## src/rtl/vend_dispense_ctrl_if.sv

```systemverilog
// ---------------------------------------------------------------------------
// vend_dispense_ctrl_if
//   Signal bundle between the vending controller environment and the
//   dispense controller.
//
//   y            [1:0]  dispense code (01 CocaCola, 10 Pepsi, 00 none)
//   c            [1:0]  change code   (01 Rs 5,  10 Rs 10, 00 none)
//   drop_sense          bottle-drop sensor, synchronous to clk
//   fault_clr           clears sticky fault / overrun flags
//   coke_motor          CocaCola motor drive
//   pepsi_motor         Pepsi motor drive
//   coin5_eject         Rs 5 ejector drive
//   coin10_eject        Rs 10 ejector drive
//   busy                transaction executing or buffered
//   vend_done           one-cycle completion pulse
//   fault               sticky drop-timeout flag
//   overrun             sticky dropped/illegal-event flag
//
//   master : upstream/environment side (drives codes and sensor)
//   slave  : dispense controller side (drives actuators and status)
// ---------------------------------------------------------------------------
interface vend_dispense_ctrl_if;
    logic [1:0] y;
    logic [1:0] c;
    logic       drop_sense;
    logic       fault_clr;
    logic       coke_motor;
    logic       pepsi_motor;
    logic       coin5_eject;
    logic       coin10_eject;
    logic       busy;
    logic       vend_done;
    logic       fault;
    logic       overrun;

    modport master (
        output y, c, drop_sense, fault_clr,
        input  coke_motor, pepsi_motor, coin5_eject, coin10_eject,
               busy, vend_done, fault, overrun
    );

    modport slave (
        input  y, c, drop_sense, fault_clr,
        output coke_motor, pepsi_motor, coin5_eject, coin10_eject,
               busy, vend_done, fault, overrun
    );
endinterface

```

## src/rtl/vend_dispense_ctrl.sv

```systemverilog
// ---------------------------------------------------------------------------
// vend_dispense_ctrl
//   Turns one-cycle dispense/change codes from the drink-selection FSM into
//   timed actuator pulses: motor phase, drop confirmation with timeout,
//   coin-eject phase and an inter-transaction gap. A one-deep buffer absorbs
//   a transaction that arrives while another is executing.
//
//   clk    rising-edge system clock
//   reset  asynchronous active-low reset (0 = reset)
//   bus    vend_dispense_ctrl_if.slave (codes, sensor, actuators, status)
// ---------------------------------------------------------------------------
module vend_dispense_ctrl #(
    parameter int MOTOR_CYCLES = 8,
    parameter int DROP_TIMEOUT = 32,
    parameter int COIN_CYCLES  = 4,
    parameter int GAP_CYCLES   = 2
) (
    input  logic                 clk,
    input  logic                 reset,
    vend_dispense_ctrl_if.slave  bus
);

    // One shared phase counter, wide enough for the longest phase.
    localparam int MAX_AB = (MOTOR_CYCLES > DROP_TIMEOUT) ? MOTOR_CYCLES : DROP_TIMEOUT;
    localparam int MAX_CD = (COIN_CYCLES > GAP_CYCLES) ? COIN_CYCLES : GAP_CYCLES;
    localparam int MAXP   = (MAX_AB > MAX_CD) ? MAX_AB : MAX_CD;
    localparam int CW     = (MAXP > 1) ? $clog2(MAXP) : 1;

    typedef enum logic [2:0] {IDLE, VEND, WAIT_DROP, CHANGE, GAP} state_t;

    typedef struct packed {
        logic [1:0] y;
        logic [1:0] c;
    } txn_t;

    state_t        state, state_d;
    logic [CW-1:0] cnt, cnt_d;
    txn_t          txn, txn_d;
    txn_t          buf_q, buf_d;
    logic          buf_full, buf_full_d;
    logic          drop_seen, drop_seen_d;

    logic coke_q, pepsi_q, coin5_q, coin10_q;
    logic busy_q, done_q, fault_q, overrun_q;
    logic done_d, fault_set, ovr_set, pop;

    logic ev, illegal;

    assign ev      = (bus.y != 2'b00) || (bus.c != 2'b00);
    assign illegal = (bus.y == 2'b11) || (bus.c == 2'b11);

    // NOTE: every signal written here gets a default first, so no path
    // leaves one unassigned and no latch is inferred.
    always_comb begin
        state_d     = state;
        cnt_d       = (cnt == '1) ? cnt : cnt + CW'(1);  // saturating
        txn_d       = txn;
        buf_d       = buf_q;
        buf_full_d  = buf_full;
        drop_seen_d = drop_seen;
        done_d      = 1'b0;
        fault_set   = 1'b0;
        ovr_set     = 1'b0;
        pop         = 1'b0;

        case (state)
            IDLE: begin
                if (buf_full) begin
                    pop         = 1'b1;
                    txn_d       = buf_q;
                    cnt_d       = '0;
                    drop_seen_d = 1'b0;
                    // The buffer only ever holds a non-empty event.
                    state_d     = (buf_q.y != 2'b00) ? VEND : CHANGE;
                end
            end
            VEND: begin
                if (bus.drop_sense)
                    drop_seen_d = 1'b1;
                if (cnt == CW'(MOTOR_CYCLES - 1)) begin
                    state_d = WAIT_DROP;
                    cnt_d   = '0;
                end
            end
            WAIT_DROP: begin
                if (drop_seen || bus.drop_sense || cnt == CW'(DROP_TIMEOUT - 1)) begin
                    // A drop on the final wait edge still counts as a drop.
                    fault_set = !(drop_seen || bus.drop_sense);
                    state_d   = (txn.c != 2'b00) ? CHANGE : GAP;
                    cnt_d     = '0;
                end
            end
            CHANGE: begin
                if (cnt == CW'(COIN_CYCLES - 1)) begin
                    state_d = GAP;
                    cnt_d   = '0;
                end
            end
            GAP: begin
                if (cnt == CW'(GAP_CYCLES - 1)) begin
                    state_d = IDLE;
                    cnt_d   = '0;
                    done_d  = 1'b1;
                end
            end
            default: state_d = IDLE;
        endcase

        // Buffer: a pop frees the slot on the same edge a new event may take it.
        if (pop)
            buf_full_d = 1'b0;
        if (ev) begin
            if (illegal) begin
                ovr_set = 1'b1;
            end else if (!buf_full || pop) begin
                buf_d      = '{y: bus.y, c: bus.c};
                buf_full_d = 1'b1;
            end else begin
                ovr_set = 1'b1;
            end
        end
    end

    // NOTE: sequential state uses non-blocking assignments so every flop
    // samples pre-edge values regardless of statement order.
    always_ff @(posedge clk or negedge reset) begin
        if (!reset) begin
            state     <= IDLE;
            cnt       <= '0;
            txn       <= '0;
            buf_q     <= '0;
            buf_full  <= 1'b0;
            drop_seen <= 1'b0;
            coke_q    <= 1'b0;
            pepsi_q   <= 1'b0;
            coin5_q   <= 1'b0;
            coin10_q  <= 1'b0;
            busy_q    <= 1'b0;
            done_q    <= 1'b0;
            fault_q   <= 1'b0;
            overrun_q <= 1'b0;
        end else begin
            state     <= state_d;
            cnt       <= cnt_d;
            txn       <= txn_d;
            buf_q     <= buf_d;
            buf_full  <= buf_full_d;
            drop_seen <= drop_seen_d;
            // Actuators are decoded from the next state, so they are
            // registered and mutually exclusive by construction.
            coke_q    <= (state_d == VEND)   && (txn_d.y == 2'b01);
            pepsi_q   <= (state_d == VEND)   && (txn_d.y == 2'b10);
            coin5_q   <= (state_d == CHANGE) && (txn_d.c == 2'b01);
            coin10_q  <= (state_d == CHANGE) && (txn_d.c == 2'b10);
            busy_q    <= (state_d != IDLE) || buf_full_d;
            done_q    <= done_d;
            // Set has priority over clear.
            fault_q   <= fault_set | (fault_q   & ~bus.fault_clr);
            overrun_q <= ovr_set   | (overrun_q & ~bus.fault_clr);
        end
    end

    assign bus.coke_motor   = coke_q;
    assign bus.pepsi_motor  = pepsi_q;
    assign bus.coin5_eject  = coin5_q;
    assign bus.coin10_eject = coin10_q;
    assign bus.busy         = busy_q;
    assign bus.vend_done    = done_q;
    assign bus.fault        = fault_q;
    assign bus.overrun      = overrun_q;

endmodule

```

## src/flat_wrapper.sv

```systemverilog
// flat-port wrapper written by rule: the top's interface ports become plain ports
module vend_dispense_ctrl_flat 
#(
    parameter int MOTOR_CYCLES = 8,
    parameter int DROP_TIMEOUT = 32,
    parameter int COIN_CYCLES  = 4,
    parameter int GAP_CYCLES   = 2
)
  (clk, reset, bus_y, bus_c, bus_drop_sense, bus_fault_clr, bus_coke_motor, bus_pepsi_motor, bus_coin5_eject, bus_coin10_eject, bus_busy, bus_vend_done, bus_fault, bus_overrun);
  vend_dispense_ctrl_if bus_i ();
  input  logic clk;
  input  logic reset;
  input wire logic [$bits(bus_i.y)-1:0] bus_y;
  input wire logic [$bits(bus_i.c)-1:0] bus_c;
  input wire logic [$bits(bus_i.drop_sense)-1:0] bus_drop_sense;
  input wire logic [$bits(bus_i.fault_clr)-1:0] bus_fault_clr;
  output wire logic [$bits(bus_i.coke_motor)-1:0] bus_coke_motor;
  output wire logic [$bits(bus_i.pepsi_motor)-1:0] bus_pepsi_motor;
  output wire logic [$bits(bus_i.coin5_eject)-1:0] bus_coin5_eject;
  output wire logic [$bits(bus_i.coin10_eject)-1:0] bus_coin10_eject;
  output wire logic [$bits(bus_i.busy)-1:0] bus_busy;
  output wire logic [$bits(bus_i.vend_done)-1:0] bus_vend_done;
  output wire logic [$bits(bus_i.fault)-1:0] bus_fault;
  output wire logic [$bits(bus_i.overrun)-1:0] bus_overrun;
  assign bus_i.y = bus_y;
  assign bus_i.c = bus_c;
  assign bus_i.drop_sense = bus_drop_sense;
  assign bus_i.fault_clr = bus_fault_clr;
  assign bus_coke_motor = bus_i.coke_motor;
  assign bus_pepsi_motor = bus_i.pepsi_motor;
  assign bus_coin5_eject = bus_i.coin5_eject;
  assign bus_coin10_eject = bus_i.coin10_eject;
  assign bus_busy = bus_i.busy;
  assign bus_vend_done = bus_i.vend_done;
  assign bus_fault = bus_i.fault;
  assign bus_overrun = bus_i.overrun;
  vend_dispense_ctrl #(.MOTOR_CYCLES(MOTOR_CYCLES), .DROP_TIMEOUT(DROP_TIMEOUT), .COIN_CYCLES(COIN_CYCLES), .GAP_CYCLES(GAP_CYCLES)) u_core (.clk(clk), .reset(reset), .bus(bus_i));
endmodule
```

## config.mk

```make
export PLATFORM = sky130hd
export DESIGN_NAME = vend_dispense_ctrl_flat
export DESIGN_NICKNAME = d
export VERILOG_FILES = /design/src/rtl/vend_dispense_ctrl_if.sv /design/src/rtl/vend_dispense_ctrl.sv /design/src/flat_wrapper.sv
export SDC_FILE = /design/constraint.sdc
export NUM_CORES = 1
export LEC_CHECK = 0
export CAP_MARGIN = 20
export CORE_MARGIN = 1
export CORE_UTILIZATION = 49
export CTS_BUF_LIST = sky130_fd_sc_hd__clkbuf_4 sky130_fd_sc_hd__clkbuf_8 sky130_fd_sc_hd__clkbuf_16
export CTS_CLUSTER_DIAMETER = 40
export DETAILED_ROUTE_END_ITERATION = 8
export PLACE_DENSITY = 0.78
export SYNTH_ARGS = -nofsm -noshare
export SYNTH_HDL_FRONTEND = slang
export SYNTH_SLANG_ARGS = --single-unit
```

## constraint.sdc

```tcl
create_clock -name clk -period 1.6 [get_ports clk]
set_input_delay 0.24 -clock clk [delete_from_list [all_inputs] [get_ports clk]]
set_output_delay 0.24 -clock clk [all_outputs]
set_load 0.02 [all_outputs]
```

After elaboration in Yosys (flattened, before gate mapping)
Index checks and enable logic that the tools add are counted.
{"block": "totals", "reg_bits": 26, "inputBits": 8, "out_inout_bits": 8, "elab_cells": 95}
{"block": "classes", "addsub": 1, "eq_ne": 18, "n_mux": 33, "bitwise": 6, "n_reduce_logical": 21}
{"op": "2-to-1 mux 5 bit", "n": 6}
{"op": "case mux 5 bit (5 select lines)", "n": 1}
{"op": "2-to-1 mux 3 bit", "n": 6}
{"op": "2-to-1 mux 1 bit", "n": 15}
{"op": "case mux 3 bit (5 select lines)", "n": 1}
{"op": "nonzero test 2 bit", "n": 5}
{"op": "equality test 3 x 2 -> 1 bit (second input constant)", "n": 3}
{"op": "equality test 2 bit (second input constant)", "n": 4}
{"op": "2-to-1 mux 4 bit", "n": 2}
{"op": "equality test 3 x 1 -> 1 bit (second input constant)", "n": 2}
{"op": "logical OR 1 bit", "n": 6}
{"op": "AND reduction 3 bit", "n": 2}
{"op": "adder 5 x 1 -> 5 bit (second input constant)", "n": 1}
{"op": "equality test 5 x 1 -> 1 bit (second input constant)", "n": 1}
{"op": "equality test 5 x 2 -> 1 bit (second input constant)", "n": 1}
{"op": "equality test 5 x 3 -> 1 bit (second input constant)", "n": 1}
{"op": "equality test 5 bit (second input constant)", "n": 1}
{"op": "equality test 2 x 1 -> 1 bit (second input constant)", "n": 2}
{"op": "logical AND 1 bit", "n": 4}
{"op": "equality test 3 bit (second input constant)", "n": 1}
{"op": "logical NOT 3 bit", "n": 1}
{"op": "nonzero test 3 bit", "n": 1}
{"op": "AND 1 bit", "n": 2}
{"op": "logical NOT 1 bit", "n": 2}
{"op": "6 further kinds", "n": 8}

Longest topological paths before layout
{"block": "depth", "ltp_word": 7, "ltp_mapped": 6, "mapped_depth_nobuf": 6}

Worst setup path after synthesis
OpenSTA, ideal clock, no wires.
{"block": "synth_path", "path_type": "register to register", "startpoint": "register u_core.cnt[0]", "endpoint": "register u_core.coin10_q (netlist: u_core.bus.coin10_eject)", "setup_ns": 0.121, "t_arrival_ns": 1.620, "t_required_ns": 1.479, "setup_slack_ns": -0.141, "path_stages_with_launch": 6, "period_less_slack_ns": 1.741, "cell_sequence": "dfrtp_1 > ha_1 > nor3b_2 > a21o_1 > nor3b_2 > and4bb_1"}
{"block": "synth_between", "elab_chain_len": 6, "elab_cells_between_ends": 12, "classes_between": "5 x eq/ne; 5 x mux; 2 x reduce/logical"}
{"element": "from (decl)", "line_no": "vend_dispense_ctrl.sv:37", "source": "logic [CW-1:0] cnt, cnt_d;"}
{"element": "from (signal assigned)", "line_no": "vend_dispense_ctrl.sv:144", "source": "cnt <= cnt_d;"}
{"element": "equality test 5 bit", "line_no": "vend_dispense_ctrl.sv:86", "source": "if (drop_seen || bus.drop_sense || cnt == CW'(DROP_TIMEOUT - 1)) begin"}
{"element": "logical OR 1 bit", "line_no": "vend_dispense_ctrl.sv:86"}
{"element": "2-to-1 mux 3 bit", "line_no": "vend_dispense_ctrl.sv:86"}
{"element": "case mux 3 bit (5 select lines) *", "line_no": "vend_dispense_ctrl.sv:66", "source": "case (state)"}
{"element": "equality test 3 x 2 -> 1 bit *", "line_no": "vend_dispense_ctrl.sv:154", "source": "coin10_q <= (state_d == CHANGE) && (txn_d.c == 2'b10);"}
{"element": "logical AND 1 bit *", "line_no": "vend_dispense_ctrl.sv:154"}
{"element": "to (signal assigned)", "line_no": "vend_dispense_ctrl.sv:154"}
{"element": "to (decl)", "line_no": "vend_dispense_ctrl.sv:43", "source": "logic coke_q, pepsi_q, coin5_q, coin10_q;"}
Mark *: on every way between the ends. The rest lies on a longest branch, timed or not.
A chain may end at the register's enable or synchronous reset.

Final worst setup path
{"block": "layout_path", "startpoint": "register u_core.cnt[0]", "endpoint": "register u_core.pepsi_q (netlist: u_core.bus.pepsi_motor)"}
{"block": "layout_between", "elab_chain_len": 6, "elab_cells_between_ends": 12, "classes_between": "5 x eq/ne; 5 x mux; 2 x reduce/logical"}
{"element": "equality test 5 bit", "line_no": "vend_dispense_ctrl.sv:86"}
{"element": "logical OR 1 bit", "line_no": "vend_dispense_ctrl.sv:86"}
{"element": "2-to-1 mux 3 bit", "line_no": "vend_dispense_ctrl.sv:86"}
{"element": "case mux 3 bit (5 select lines) *", "line_no": "vend_dispense_ctrl.sv:66"}
{"element": "equality test 3 x 1 -> 1 bit *", "line_no": "vend_dispense_ctrl.sv:152", "source": "pepsi_q <= (state_d == VEND) && (txn_d.y == 2'b10);"}
{"element": "logical AND 1 bit *", "line_no": "vend_dispense_ctrl.sv:152"}
{"element": "to (signal assigned)", "line_no": "vend_dispense_ctrl.sv:152"}
{"element": "to (decl)", "line_no": "vend_dispense_ctrl.sv:43"}
Marks and branches as above.

==> reports/results.txt <==
outcome -> finished, violations left
failing checks -> setup timing
# DRC -> 0
Slowest-stage cell, CP -> dfrtp_1
first-pass GRT wire length -> 4912 um
worst slack at placement -> -255.7 ps
Via Count -> 1055
worst path arrival time -> 2030 ps
# IOs -> 16
Util after Layout -> 75.23%
Initial DRC Count -> 19
IO buf count -> 15
Root Buffer -> clkbuf_4
# rows -> 18
Worst-Margin Slew -> 383.6 ps
Required @ worst endpoint -> 1840 ps
Critical R2R Capture -> u_core.bus.pepsi_motor
CORE AREA -> 2500 sq um
share of layout cells above drive strength 1 -> 41.51%
die outline width -> 53.61 um
CTS buffer count -> 3
Die Y -> 53.61 um
Final Hold Fails -> 0
Synth area leader -> dfrtp_1
Peak VDD IR -> 0.0005381 V
drt pass-1 iters -> 4
critical path fanouts, max -> 6
sequential share of the synthesized area -> 49.86%
Synth Register Bits -> 26
DIE AREA -> 2874 sq um
Sink Count -> 26
Hold Crit Class -> input port to async pin
nets -> 170
post-DR wirelength/cell -> 16.42 um
post-route setup slack -> -186.3 ps
synth top area cells -> dfrtp_1 50%, mux2_4 4.6%, mux2_2 3.5%
CTS tree -> yes
Period minus WS final -> 1786 ps
FF-to-FF Start -> u_core.cnt[0]
Worst setup EP type -> register
Syn Area/Cell -> 12.31 sq um
skew final -> 16.95 ps
period utilization -> 111.6%
Clk Latency, worst-skew pair -> 340 ps
remaining global-route overflow -> 0
largest net degree at the start of global routing -> 27
initial antenna violation count -> 0
P&R area growth vs syn -> 44.10%
total negative slack -> -1134 ps
Synth Instances -> 106
stages on the worst setup path -> 6
vias in the first global route -> 1040
WL final -> 3104 um
type of origin of the critical path -> register
asr flop ratio synth -> 100.0%
synth warn -> 0
DP HPWL -> 2191 um
Critical path destination -> u_core.bus.pepsi_motor
final setup violation count -> 11
Top delay family on crit path -> simple AND/OR/NAND/NOR gates
distinct cell type count after synthesis -> 44
Primary FF master, synth -> dfrtp_1
reg2reg setup slack -> -190 ps
Total GRT Usage -> 24.95%
Final ANT Viol Nets -> 0
number of enable flip-flop cells after synthesis -> 0
Critical Path Max Stage Delay -> 460 ps
H-tree depth -> 1
crit path launch -> u_core.cnt[0]
Final Wtd Congestion -> 0.8482
Max Slew Vio Count -> 0
ANT cells -> 0
Longest Clk Path Bufs -> 2
CP cell instances -> ha_4 > nand4_2 > a211oi_2 > nor3b_4 > buf_4 > nor4b_2
CP Buf/Inv Count -> 1
Post-Layout Cell Count -> 189
fmax -> 559.8 MHz
P_leak -> 0.8638 nW
Slew HR -> 74.06%
Setup CP Type -> register to register
initial core utilization -> 52.20%
PwrDens -> 623.0 nW/um^2
Vias/cell -> 5.582
Syn Std Cell Area -> 1305 sq um
Yosys top cell area share -> 49.86%
Cells after DPL -> 178
Synthesized Nets -> 116
FF-to-FF path depth -> 6
Clock Pin Slew Worst Setup and Hold Paths -> 150 ps
RSZ-0062 raised after global routing -> true
Max-Cap Viols -> 0
==> area by class of cell <==
type | instances | area (sq um)
clock buffer | 3 | 22.52
tap | 30 | 37.54
multi-input combinational | 71 | 685.7
sequential | 26 | 651.9
timing repair buffer | 52 | 430.4
fill | 156 | 619.3
inverter | 6 | 22.52
clock inverter | 1 | 30.03
==> where the power goes <==
group / switching, mW / internal [mW]
sequential: 0.000215 / 0.658
clock: 0.203 / 0.254
combinational: 0.0267 / 0.0306
==> cell usage in the layout (no fill, tap or decap), types with 3 or more instances in the layout <==
master and count:
o21ai_0 3, inv_1 6, a21oi_1 4, dfrtp_1 25
buf_4 37, clkdlybuf4s50_1 14, mux2_4 4, clkbuf_4 3
nor4b_2 4, nor2_1 8, mux2_2 4
==> worst register-to-register path, stage by stage (launching register included) <==
cell and delay, ps:
dfrtp_1 460, ha_4 180, nand4_2 220, a211oi_2 330, nor3b_4 110, buf_4 150
nor4b_2 250
==> per-layer routing <==
| metal | global-route usage, % | share of wire (%) | up-vias |
|---|---|---|---|
| met1 | 32.01 | 45 | 521 |
| met3 | 5.932 | 3.0 | 9 |
| met2 | 42.29 | 50 | 25 |
| li1 | - | - | 500 |
| met5 | 0 | 0 | - |
| met4 | 6.140 | 1.6 | 0 |
==> per-stage QoR <==
step                area [sq um]  power (mW)  hold slack, ps
floorplan                   1331      0.6778          -55.59
global placement            1717      0.7265           485.9
detailed placement          1717      0.7282           484.5
CTS                         1822       1.183           249.7
global route                1881       1.216           290.6
finish                      1881       1.172           241.6
==> cells in the mapped netlist (2+ instances only) <==
cell	number
a211o_1	2
mux2_2	4
nor4b_2	2
o31ai_1	2
nand2_1	2
dfrtp_1	26
nand2b_1	2
xnor2_1	2
inv_1	6
a31oi_1	2
xor2_1	2
ha_1	2
a22oi_1	2
nor2_1	8
nor4b_1	3
mux2_4	4
nor3b_2	3
a21oi_1	4
o21ai_0	3
==> logic make-up (layout without fill, tap and decap cells) <==
| logic type | after synthesis | after routing | share of synthesized area (%) |
|---|---|---|---|
| flops | 26 | 26 | 49.86 |
| fa+ha+maj | 2 | 2 | 1.917 |
| mux | 9 | 9 | 8.821 |
| simple gates | 31 | 31 | 19.18 |
| compound gates | 25 | 25 | 14.00 |
| xor+xnor | 4 | 4 | 2.685 |
| buf+inv | 9 | 62 | 3.547 |
==> flip-flops by register name (all words and copies together) (netlist names), 3 cells and up <==
signal and cells:
u_core.buf_q 4, u_core.state 3, u_core.txn 4, u_core.cnt 5
==> timing repair <==
action                     in CTS  in global routing
setup endpoints to repair      13                 14
pin swaps                       9                  1
resized for setup               6                  4
hold buffers                    0                  0
setup buffers                   4                  4
==> worst min path at each step <==
stage | cells after the start | from | to | slack (ps)
global route | 2 | reset | u_core.bus.fault | 290
global placement | 1 | u_core.drop_seen | u_core.bus.fault | 490
detailed placement | 2 | u_core.bus.fault | u_core.bus.fault | 480
floorplan | 0 | reset | u_core.buf_full | -60
CTS | 2 | reset | u_core.bus.vend_done | 250
finish | 2 | reset | u_core.bus.overrun | 240
(Power assumes the default switching activity.)
